--- config.mk ---
export PLATFORM = sky130hd
export DESIGN_NAME = pow_seq_eval
export DESIGN_NICKNAME = d
export VERILOG_FILES = /design/src/rtl/pow_seq_pkg.sv /design/src/rtl/pow_seq_mul.sv /design/src/rtl/pow_seq_eval.sv
export SDC_FILE = /design/constraint.sdc
export NUM_CORES = 1
export LEC_CHECK = 0
export ABC_CLOCK_PERIOD_IN_PS = 5700
export BUFFER_PORTS_ARGS = -buffer_cell sky130_fd_sc_hd__buf_2
export CAP_MARGIN = 10
export CORE_UTILIZATION = 45
export DETAILED_ROUTE_END_ITERATION = 10
export SYNTH_ARGS = -nofsm -noshare
export SYNTH_HDL_FRONTEND = slang
export SYNTH_HIERARCHICAL = 1
export SYNTH_SLANG_ARGS = --single-unit
--- constraint.sdc ---
create_clock -name clk -period 5.7 [get_ports clk]
set_clock_uncertainty 0.1 [all_clocks]
set_input_delay 1.14 -clock clk [delete_from_list [all_inputs] [get_ports clk]]
set_output_delay 1.14 -clock clk [all_outputs]
set_load 0.005 [all_outputs]
--- src/rtl/pow_seq_pkg.sv ---
// pow_seq_pkg: shared state and operand-classification encodings for pow_seq_eval
package pow_seq_pkg;
  localparam logic [1:0] ST_IDLE = 2'd0;
  localparam logic [1:0] ST_RUN  = 2'd1;
  localparam logic [1:0] ST_DONE = 2'd2;
  localparam logic [2:0] CL_ONE   = 3'd0;
  localparam logic [2:0] CL_UNDEF = 3'd1;
  localparam logic [2:0] CL_ZERO  = 3'd2;
  localparam logic [2:0] CL_NEG1  = 3'd3;
  localparam logic [2:0] CL_ITER  = 3'd4;
endpackage

--- src/rtl/pow_seq_mul.sv ---
// pow_seq_mul: combinational truncating multiplier, low W bits of x*y
module pow_seq_mul #(
  parameter int W = 8
) (
  input  logic [W-1:0] x,
  input  logic [W-1:0] y,
  output logic [W-1:0] p
);
  assign p = x * y;
endmodule

--- src/rtl/pow_seq_eval.sv ---
// pow_seq_eval: sequential square-and-multiply evaluator of a ** b with language-exact signedness rules
module pow_seq_eval
  import pow_seq_pkg::*;
#(
  parameter int A_WIDTH = 8,
  parameter int B_WIDTH = 8
) (
  input  logic               clk,
  input  logic               rst_n,
  input  logic               in_valid,
  output logic               in_ready,
  input  logic [A_WIDTH-1:0] a,
  input  logic               a_signed,
  input  logic [B_WIDTH-1:0] b,
  input  logic               b_signed,
  output logic               out_valid,
  input  logic               out_ready,
  output logic [A_WIDTH-1:0] y,
  output logic               y_undef
);
  logic [1:0]         state;
  logic [A_WIDTH-1:0] acc, base, m_acc, m_base, acc_nx;
  logic [B_WIDTH-1:0] exp;
  logic [2:0]         cls;
  logic               b_neg;
  assign in_ready  = state == ST_IDLE;
  assign out_valid = state == ST_DONE;
  pow_seq_mul #(.W(A_WIDTH)) u_mul_acc (.x(acc), .y(base), .p(m_acc));
  pow_seq_mul #(.W(A_WIDTH)) u_mul_sq (.x(base), .y(base), .p(m_base));
  // classify operands for the accept cycle and select the next accumulator
  always_comb begin
    b_neg  = b_signed & b[B_WIDTH-1];
    cls    = b == '0 ? CL_ONE :
             !b_neg ? CL_ITER :
             a == '0 ? CL_UNDEF :
             a == A_WIDTH'(1) ? CL_ONE :
             (a_signed && &a) ? (b[0] ? CL_NEG1 : CL_ONE) : CL_ZERO;
    acc_nx = exp[0] ? m_acc : acc;
  end
  // handshake FSM; RUN consumes one exponent bit per clock with no early exit
  always_ff @(posedge clk or negedge rst_n) begin
    if (!rst_n) begin
      state   <= ST_IDLE;
      acc     <= '0;
      base    <= '0;
      exp     <= '0;
      y       <= '0;
      y_undef <= 1'b0;
    end else if (state == ST_IDLE) begin
      if (in_valid) begin
        state   <= cls == CL_ITER ? ST_RUN : ST_DONE;
        acc     <= A_WIDTH'(1);
        base    <= a;
        exp     <= b;
        y       <= cls == CL_NEG1 ? '1 : cls == CL_ONE ? A_WIDTH'(1) : '0;
        y_undef <= cls == CL_UNDEF;
      end
    end else if (state == ST_RUN) begin
      acc   <= acc_nx;
      base  <= m_base;
      exp   <= exp >> 1;
      if ((exp >> 1) == '0) begin
        state   <= ST_DONE;
        y       <= acc_nx;
        y_undef <= 1'b0;
      end
    end else begin
      if (out_ready) state <= ST_IDLE;
    end
  end
endmodule

==> impl_results.md, run 1 <==
- Run status: finished, final reports clean
- Synth Flop Type: dfrtp_1
- I/O pins: 33
- Max cap viols: 0
- CTS tree: done
- FF/Latch Area: 875.8 um2
- Post-route ant nets: 0
- Gpl congestion: 0.7677
- CTS Buf Count: 5
- Initial Util: 0.4670
- Slew @ Worst Pin: 1174 ps
- Worst relative slew slack: 0.2155
- Clock transition at path regs: 80 ps
- Asr flop ratio synth: 1.000
- DRC viols: 0
- Peak Freq: 219.8 MHz
- First-pass iteration count of the detailed router: 4
- Std-Cell Rows: 32
- Leakage power: 1.872 nW
- Unique masters post-synth: 43
- Worst-case clock buffer depth: 2
- Synth area leaders: dfrtp_1, fa_1, ha_1
- Overall Global Routing Usage: 0.2010
- Worst hold path type: register to register
- Root Driver: clkbuf_8
- Syn avg cell area: 9.068 um2
- Clk sink count: 35
- Mapped Nets: 478
- Post-synthesis sequential area ratio: 0.2415
- Final non-filler cell total: 530
- Drt total wl: 7816 um
- CP endpoint kind: register
- Final setup violating endpoints: 0
- Synth top area share: 0.2415
- Met3 Wirelength: 193 um
- Drt wl/cell: 14.75 um
- Final Max Slew Viols: 0
- Cell area after synthesis: 3627 um2
- Die Wd: 91.78 um
- First-pass GRT wire length: 13,460 um
- H-tree depth: 2
- Max Used Layer: met4
- Yosys warning count: 6
- Number of synthesized flops with an enable pin: 0
- PwrDens: 516.2 nW/um2
- RSZ-0062 raised after global routing: false
- Clk_lat worst skew: 290 ps
- CP arrival: 4580 ps
- Post-DP HPWL: 5688 um
- Fraction of layout instances using a drive strength above 1: 0.1589
- Largest net degree at the start of global routing: 36
- CTS resizes: 0
- Post-CTS Setup Bufs: 0
- ANT cells: 0
- Worst slack, placed: 1152 ps
- Maximum VDD drop: 0.3300 mV
- Via/cell ratio: 5.242
- Nets: 505
- Die area: 8424 um2
- Hold Buf Count CTS: 0
- WS Path Type: register to register
- Chip height: 91.78 um
- Fin crit period: 4549 ps
- DRT iter0 DRCs: 140
- Post-Syn Instances: 400
- Met2 wire len: 3606 um
- Number of hold violations in the final report: 0
- Initial antenna violation count: 0
- Area growth syn-to-layout: 8.210%
- Final worst-path cycle share: 0.7981
- Number of global-route vias before repair: 2,785
- Top cell type by total area after synthesis: dfrtp_1
- Final setup margin: 1151 ps
- Setup TNS: 0 ps
- Filler cells: 766
- Worst EP required: 5730 ps
- Crit path launch type: register
- #FFs+latches synth: 35
- Core area: 7767 um2
- Wire length on met1: 3951 um
- Grt ovf: 0
- Placed Cells: 522
- Multi-input logic area: 2524 um2
- Port Buf Inserts: 32
- Routed via count: 2,778
- Crit path max fanout: 20
[synthesized netlist by cell type, drive strengths merged, types with 3 or more instances]
master,n
o21ai,26
xor2,4
nand2,57
a22oi,16
nor2,9
nand4,3
nor2b,20
xnor2,20
inv,41
a21oi,28
clkbuf,9
fa,24
xnor3,4
buf,3
dfrtp,35
ha,32
a21o,4
and2,38
nor4,4
mux2,8
[metal layers]
layer	GRT usage	vias to the layer above
li1	-	1379
met5	0	-
met4	0.04557	0
met3	0.02322	5
met2	0.3308	43
met1	0.2846	1351
[power breakdown]
group          internal (mW)  switching, mW  total [mW]
registers              0.363          0.259       0.623
logic                  0.622          0.606        1.23
clock network         0.0858         0.0902       0.176
total                   1.07          0.955        2.03
[flip-flops by register name, indices dropped and copies added, names as in the netlist]
signal   flops
state        2
y_undef      1
y            8
base         8
exp          8
acc          8
[cell families after synthesis]
group / after synthesis / share of synthesized area
simple gates: 138 / 0.2039
compound gates: 82 / 0.1373
fa+ha+maj: 56 / 0.2428
buf+inv: 53 / 0.06278
flops: 35 / 0.2415
xor+xnor: 28 / 0.08693
mux: 8 / 0.02484
[layout make-up]
cell class,instances,area share
Multi-Input combinational cell,312,0.6430
Tap cell,102,0.03252
Sequential cell,35,0.2231
Clock inverter,1,0.001275
Clock buffer,7,0.01945
Timing Repair Buffer,32,0.04080
Inverter,41,0.03985
[cells in the final DEF, fill, tap and decap left out, types with 2 or more instances in the layout]
master,synthesis,final
dfrtp_1,35,35
xor2_1,4,4
a21oi_1,27,27
nand2_2,3,3
nand4_1,3,3
and2_2,10,10
nor2_1,9,9
fa_1,24,24
xnor3_1,4,4
mux2_2,8,8
and2_1,28,28
a21o_1,4,4
ha_1,32,32
inv_1,40,40
clkbuf_8,1,5
xnor2_1,18,18
nand2_1,54,54
clkbuf_1,8,2
buf_2,1,32
a22oi_1,16,16
xnor2_2,2,2
nor2b_1,20,20
o21ai_0,26,26
nor4_1,3,3
[worst max-delay path, cell delays in order (launching register included)]
cell and delay (ps):
dfrtp_1 660, and2_1 210, ha_1 140, inv_1 60, fa_1 530, inv_1 40
ha_1 290, fa_1 540, fa_1 480, a21o_1 190, a21oi_1 150, xnor3_1 220
xnor3_1 350, mux2_2 260, nand2_1 80, o21ai_0 90
[path summary, 6_finish.rpt]
kind	to	start	slack, ps	depth (start not counted)
max in group asynchronous	acc[6]	rst_n	4140	1
min reg2reg	y[0]	y[0]	420	1
min in group asynchronous	base[5]	rst_n	830	1
max	acc[7]	base[2]	1150	15
min	y[0]	y[0]	420	1
max reg2reg	acc[7]	base[2]	1150	15
[stage by stage]
| stage | instance area (um2) | util | power (mW) | hold WS (ps) |
|---|---|---|---|---|
| 6_report | 3925 | 0.5053 | 2.026 | 417.8 |
| 5_1_grt | 3925 | 0.5053 | 2.255 | 450.1 |
| 4_1_cts | 3925 | 0.5053 | 2.049 | 419.4 |
| 3_5_place_dp | 3844 | 0.4948 | 1.851 | 393.7 |
| 3_3_place_gp | 3844 | 0.4948 | 1.832 | 391.4 |
| 2_1_floorplan | 3627 | - | 1.532 | 387.0 |
No activity file was read; power rests on OpenSTA's default activity.
==> run 2: changes to the inputs <==
- ABC_CLOCK_PERIOD_IN_PS: 5700 -> 3600
- PLACE_DENSITY: unset -> 0.66
- clock period: 5.7 -> 3.6 ns (I/O delays scaled with it)
==> run 2 against run 1 <==
  * Critical path type unchanged
  * Sequential power is 30% higher
  * The flow now finishes with violations (negative setup slack)
  * Critical path depth is 1 higher
  * Combinational power is 120% higher
  * Power is 90% higher
==> impl_results.md, run 2 (synthesis gave the netlist of run 1 again) <==
- Routed via count: 2,902 (was 2,778)
- First-pass GRT wire length: 14,050 um (was 13,460 um)
- Top Family by Delay on Critical Path: adder cells (unchanged)
- Initial Util: 0.4670 (unchanged)
- Std-Cell Rows: 32 (unchanged)
- Number of hold violations in the final report: 0 (unchanged)
- CTS Buf Count: 5 (unchanged)
- First-pass iteration count of the detailed router: 4 (unchanged)
- Run status: finished with violations (was finished, final reports clean)
- FF-to-FF setup slack: -330 ps (was 1150 ps)
- Post-route ant nets: 0 (unchanged)
- Drt total wl: 8156 um (was 7816 um)
- Final non-filler cell total: 565 (was 530)
- Area growth syn-to-layout: 20.25% (was 8.210%)
- Worst hold path type: register to register (unchanged)
- Hold path cells: 1 (unchanged)
- CTS tree: done (unchanged)
- Number of global-route vias before repair: 2,918 (was 2,785)
- Cell-by-cell trace of the critical path: buf_4 -> nand2_1 -> fa_1 -> inv_1 -> ha_1 -> inv_1 -> fa_1 -> fa_1 -> inv_2 -> ha_4 -> a21oi_2 -> xnor3_1 -> xnor3_1 -> mux2_4 -> nand2_2 -> o21ai_1 (was and2_1 -> ha_1 -> inv_1 -> fa_1 -> inv_1 -> ha_1 -> fa_1 -> fa_1 -> a21o_1 -> a21oi_1 -> xnor3_1 -> xnor3_1 -> mux2_2 -> nand2_1 -> o21ai_0)
- Largest net degree at the start of global routing: 36 (unchanged)
- Drt wl/cell: 14.44 um (was 14.75 um)
- RSZ-0062 raised after global routing: true (was false)
- Crit-path slowest cell: fa_1 (was dfrtp_1)
- Peak Freq: 254.4 MHz (was 219.8 MHz)
- Worst path bufs/invs: 4 (was 2)
- Nets: 540 (was 505)
- Via/cell ratio: 5.136 (was 5.242)
- Final setup violating endpoints: 5 (was 0)
- DRT iter0 DRCs: 163 (was 140)
- Clock transition at path regs: 80 ps (about the same)
- Clk sink count: 35 (unchanged)
- Maximum VDD drop: 0.4394 mV (was 0.3300 mV)
- Overall Global Routing Usage: 0.2079 (was 0.2010)
- Core area: 7767 um2 (unchanged)
- Worst-case clock buffer depth: 2 (unchanged)
- CP endpoint kind: register (unchanged)
- Root Driver: clkbuf_8 (unchanged)
- Grt ovf: 0 (unchanged)
- Post-layout util: 0.5615 (was 0.5053)
- Post-DP HPWL: 6346 um (was 5688 um)
- Total power: 3.840 mW (was 2.026 mW)
- H-tree depth: 2 (unchanged)
- Worst relative slew slack: 0.3053 (was 0.2155)
- Slew @ Worst Pin: 1040 ps (was 1174 ps)
- Crit path max fanout: 6 (was 20)
- Final Max Slew Viols: 0 (unchanged)
- Most Frequent Cell on Critical Path: fa_1 (unchanged)
- Final setup margin: -330.7 ps (was 1151 ps)
- Levels on crit path: 16 (was 15)
- DRC viols: 0 (unchanged)
- Chip height: 91.78 um (unchanged)
- Failing checks: negative setup slack
- Port Buf Inserts: 32 (unchanged)
- Initial antenna violation count: 0 (unchanged)
- Placed Cells: 554 (was 522)
- Die area: 8424 um2 (unchanged)
- Clk_lat worst skew: 280 ps (was 290 ps)
- Final worst-path cycle share: 1.092 (was 0.7981)
- Worst EP required: 3630 ps (was 5730 ps)
- Crit path launch type: register (unchanged)
- WS Path Type: register to register (unchanged)
- I/O pins: 33 (unchanged)
- CP arrival: 3960 ps (was 4580 ps)
- Fin crit period: 3931 ps (was 4549 ps)
- Leakage power: 2.078 nW (was 1.872 nW)
- R2R cell count: 16 (was 15)
- Commonest cells after routing, fill and taps aside: nand2_1, inv_1, buf_2, buf_4, dfrtp_1 (was nand2_1, inv_1, dfrtp_1)
- Max cap viols: 0 (unchanged)
- Most common cell after layout, fill and taps aside: nand2_1 (unchanged)
- PwrDens: 880.5 nW/um2 (was 516.2 nW/um2)
- Die Wd: 91.78 um (unchanged)
- Gpl congestion: 0.8159 (was 0.7677)
- Fraction of layout instances using a drive strength above 1: 0.3045 (was 0.1589)
- ANT cells: 0 (unchanged)
- CP peak stage delay: 510 ps (was 660 ps)
## run 2: cell type report
class                           instances  area (um2)
Fill cell                             714        3406
Clock buffer                            6       72.57
Multi-Input combinational cell        312        2673
Inverter                               41       156.4
Clock inverter                          2       12.51
Sequential cell                        35       882.1
Tap cell                              102       127.6
Timing Repair Buffer                   67       437.9
## run 2: what timing repair did
| action | in CTS | in global routing |
|---|---|---|
| resized for setup | 16 | 6 |
| buffers inserted | 2 | 1 |
| hold buffers | 0 | 0 |
| pin swaps | 1 | 5 |
| endpoints found under the setup margin | 6 | 9 |
## run 2: routing by layer
layer / vias to the layer above / GRT usage / routed length, um / share of wire
met4: 0 / 0.02604 / 53 / 0.0065
met1: 1408 / 0.2896 / 3934 / 0.48
li1: 1451 / - / - / -
met2: 37 / 0.3590 / 4009 / 0.49
met3: 6 / 0.02239 / 158 / 0.019
met5: - / 0 / 0 / 0
## run 2: worst reg2reg max path: stages (launching register included)
cell and delay, ps:
dfrtp_2 440, buf_4 130, nand2_1 60, fa_1 500, inv_1 40, ha_1 270, inv_1 50, fa_1 480
fa_1 510, inv_2 50, ha_4 210, a21oi_2 130, xnor3_1 220, xnor3_1 180, mux2_4 270, nand2_2 60
o21ai_1 60
## run 2: worst paths after layout
kind / from / to
worst max-delay path: base[3] / acc[7]
worst min-delay path: y[0] / y[0]
worst max register to register: base[3] / acc[7]
worst min register to register: y[0] / y[0]
max in group asynchronous: rst_n / base[3]
min in group asynchronous: rst_n / exp[7]
## run 2: per-stage QoR
stage / hold slack, ps / worst slack (ps) / TNS, ps / cell area [um2]
6_report: 414.2 / -330.7 / -971.9 / 4362
5_1_grt: 428.9 / -471.9 / -1822 / 4362
4_1_cts: 421.1 / -354.0 / -1088 / 4328
3_5_place_dp: 400.5 / -405.8 / -1174 / 4174
3_3_place_gp: 389.9 / -334.9 / -934.0 / 4174
2_1_floorplan: 324.4 / -213.1 / -500.9 / 3717
## run 2: report_power, final
group / leakage, nW / switching, mW / total [mW] / internal [mW]
clock network: 0.0412 / 0.148 / 0.283 / 0.135
registers: 0.433 / 0.223 / 0.808 / 0.584
logic: 1.60 / 1.33 / 2.75 / 1.42
==> run 3: changes to the inputs <==
- RECOVER_POWER: unset -> 25
==> run 3 against run 2 <==
  * The run ends with max-capacitance violations, max-slew violations, negative setup slack left
  * Via count about the same
  * Cell count unchanged
  * Design area about the same
  * Critical path depth unchanged
  * First-iteration DRC count down 0.61%
  * Worst hold slack unchanged
  * Largest power group unchanged
  * Highest routed layer unchanged
==> impl_results.md, run 3 (synthesis gave the netlist of run 1 again) <==
- First-pass iteration count of the detailed router: 4 (unchanged)
- Drt total wl: 8157 um (was 8156 um)
- Int Pwr: 2.134 mW (was 2.135 mW)
- CP arrival: 3960 ps (about the same)
- Run status: finished with violations (unchanged)
- Core area: 7767 um2 (unchanged)
- Clock transition at path regs: 80 ps (about the same)
- Commonest cells after routing, fill and taps aside: nand2_1, inv_1, buf_4 (was nand2_1, inv_1, buf_2, buf_4, dfrtp_1)
- R2R Path Start: base[3] (unchanged)
- Hold Buf Count CTS: 0 (unchanged)
- Number of global-route vias before repair: 2,918 (unchanged)
- DRC viols: 0 (unchanged)
- CTS Buf Count: 5 (unchanged)
- Final setup violating endpoints: 5 (unchanged)
- Die Wd: 91.78 um (unchanged)
- Crit path launch type: register (unchanged)
- Largest net degree at the start of global routing: 36 (unchanged)
- First-pass GRT wire length: 14,050 um (unchanged)
- Initial Util: 0.4670 (unchanged)
- Worst hold path type: register to register (unchanged)
- WS Path Type: register to register (unchanged)
- Overall Global Routing Usage: 0.2079 (unchanged)
- GR Util met3: 0.02239 (unchanged)
- Final instance area: 4360 um2 (was 4362 um2)
- Chip height: 91.78 um (unchanged)
- RSZ-0062 raised after global routing: true (unchanged)
- Most Frequent Cell on Critical Path: fa_1 (unchanged)
- Port Buf Inserts: 32 (unchanged)
- Final Max Slew Viols: 36 (was 0)
- Gpl congestion: 0.8159 (unchanged)
- ANT cells: 0 (unchanged)
- Post-route ant nets: 0 (unchanged)
- Slew @ Worst Pin: 1953 ps (was 1040 ps)
- Sw Ratio: 0.4442 (was 0.4441)
- CP peak stage delay: 510 ps (about the same)
- Worst relative slew slack: -0.3018 (was 0.3053)
- Placed Cells: 554 (unchanged)
- Area after DPL: 4174 um2 (unchanged)
- Maximum VDD drop: 0.4393 mV (was 0.4394 mV)
- Clk sink count: 35 (unchanged)
- Area growth syn-to-layout: 20.21% (was 20.25%)
- Peak Freq: 254.4 MHz (unchanged)
- CP endpoint kind: register (unchanged)
- Leakage power: 2.076 nW (was 2.078 nW)
- Final non-filler cell total: 565 (unchanged)
- Worst EP required: 3630 ps (about the same)
- Nets: 540 (unchanged)
- I/O pins: 33 (unchanged)
- Clk network pwr share: 0.074 (about the same)
- Root Driver: clkbuf_8 (unchanged)
- Die area: 8424 um2 (unchanged)
- Crit-path slowest cell: fa_1 (unchanged)
- Drt wl/cell: 14.44 um (about the same)
- Final setup margin: -330.7 ps (unchanged)
- Fraction of layout instances using a drive strength above 1: 0.3024 (was 0.3045)
- Fin crit period: 3931 ps (unchanged)
- Routed via count: 2,903 (was 2,902)
- Most common cell after layout, fill and taps aside: nand2_1 (unchanged)
- Number of hold violations in the final report: 0 (unchanged)
- Via/cell ratio: 5.138 (was 5.136)
- Filler cells: 715 (was 714)
- Met1 Track Usage GR: 0.2896 (unchanged)
- Failing checks: max-capacitance violations, max-slew violations, negative setup slack (was negative setup slack)
- Comb power frac: 0.716 (about the same)
- Post-DP HPWL: 6346 um (unchanged)
- Final worst-path cycle share: 1.092 (unchanged)
- Worst slack, placed: -405.8 ps (unchanged)
- CTS tree: done (unchanged)
- Cell-by-cell trace of the critical path: buf_4 -> nand2_1 -> fa_1 -> inv_1 -> ha_1 -> inv_1 -> fa_1 -> fa_1 -> inv_2 -> ha_4 -> a21oi_2 -> xnor3_1 -> xnor3_1 -> mux2_4 -> nand2_2 -> o21ai_1 (unchanged)
- Std-Cell Rows: 32 (unchanged)
- Worst-case clock buffer depth: 2 (unchanged)
- M2 GR Usage: 0.3590 (unchanged)
- Crit path max fanout: 6 (unchanged)
- Grt ovf: 0 (unchanged)
- Clk_lat worst skew: 280 ps (about the same)
- Psw: 1.706 mW (about the same)
- Hold Path Origin: y[0] (unchanged)
- Sequential group share of total power: 0.210 (about the same)
- Gr busiest metal: met2 (unchanged)
- DRT iter0 DRCs: 162 (was 163)
- PwrDens: 880.7 nW/um2 (was 880.5 nW/um2)
- Worst Setup SP: base[3] (unchanged)
- Max cap viols: 1 (was 0)
- H-tree depth: 2 (unchanged)
- Initial antenna violation count: 0 (unchanged)
- Post-layout util: 0.5614 (was 0.5615)
run 3: changes by cell type in the layout (fill, tap and decap cells not counted):
| cell | change |
|---|---|
| buf_2 | -1 |
| clkbuf_1 | +1 |
run 3: final cells by class:
class                           count  area, um2  share of cell area
Sequential cell                    35      882.1              0.2023
Clock buffer                        6      72.57             0.01664
Clock inverter                      2      12.51            0.002869
Multi-Input combinational cell    312       2673              0.6129
Inverter                           41      156.4             0.03587
Tap cell                          102      127.6             0.02927
Timing Repair Buffer               67      436.7              0.1001
run 3: timing repair:
item                       4_1_cts  5_1_grt
pin swaps                        1        5
setup endpoints to repair        6        9
resized for setup               16        6
setup buffers                    2        1
run 3: final timing paths:
kind | end | slack [ps] | depth (start not counted)
max | acc[7] | -330 | 16
min | y[0] | 410 | 1
max reg2reg | acc[7] | -330 | 16
min reg2reg | y[0] | 410 | 1
max in group asynchronous | base[3] | 1260 | 1
min in group asynchronous | base[1] | 870 | 1
run 3: power groups by stage:
stage,Clock (mW),Combinational (mW),Sequential [mW]
global route,0.311,3.06,0.840
global placement,0,2.53,0.799
floorplan,0,1.77,0.803
detailed placement,0,2.58,0.807
finish,0.283,2.75,0.808
CTS,0.295,2.76,0.805
run 3: layer usage:
| metal | vias up | share of wire |
|---|---|---|
| li1 | 1451 | - |
| met1 | 1409 | 0.48 |
| met2 | 37 | 0.49 |
| met3 | 6 | 0.019 |
| met4 | 0 | 0.0065 |
| met5 | - | 0 |
run 3: through the flow:
step                hold WS [ps]  setup TNS (ps)  power, mW
detailed placement         400.5           -1174      3.387
CTS                        421.1           -1088      3.857
global route               428.9           -1822      4.206
finish                     414.2          -971.8      3.840
global placement           389.9          -934.0      3.332
floorplan                  324.4          -500.9      2.569
run 3: critical path, delay by kind of cell, from the launching register on:
family,cells,cell delay [ps]
buf+inv,4,270
mux,1,270
flops,1,440
xor+xnor,2,400
compound gates,2,190
fa+ha+maj,5,1970
simple gates,2,120
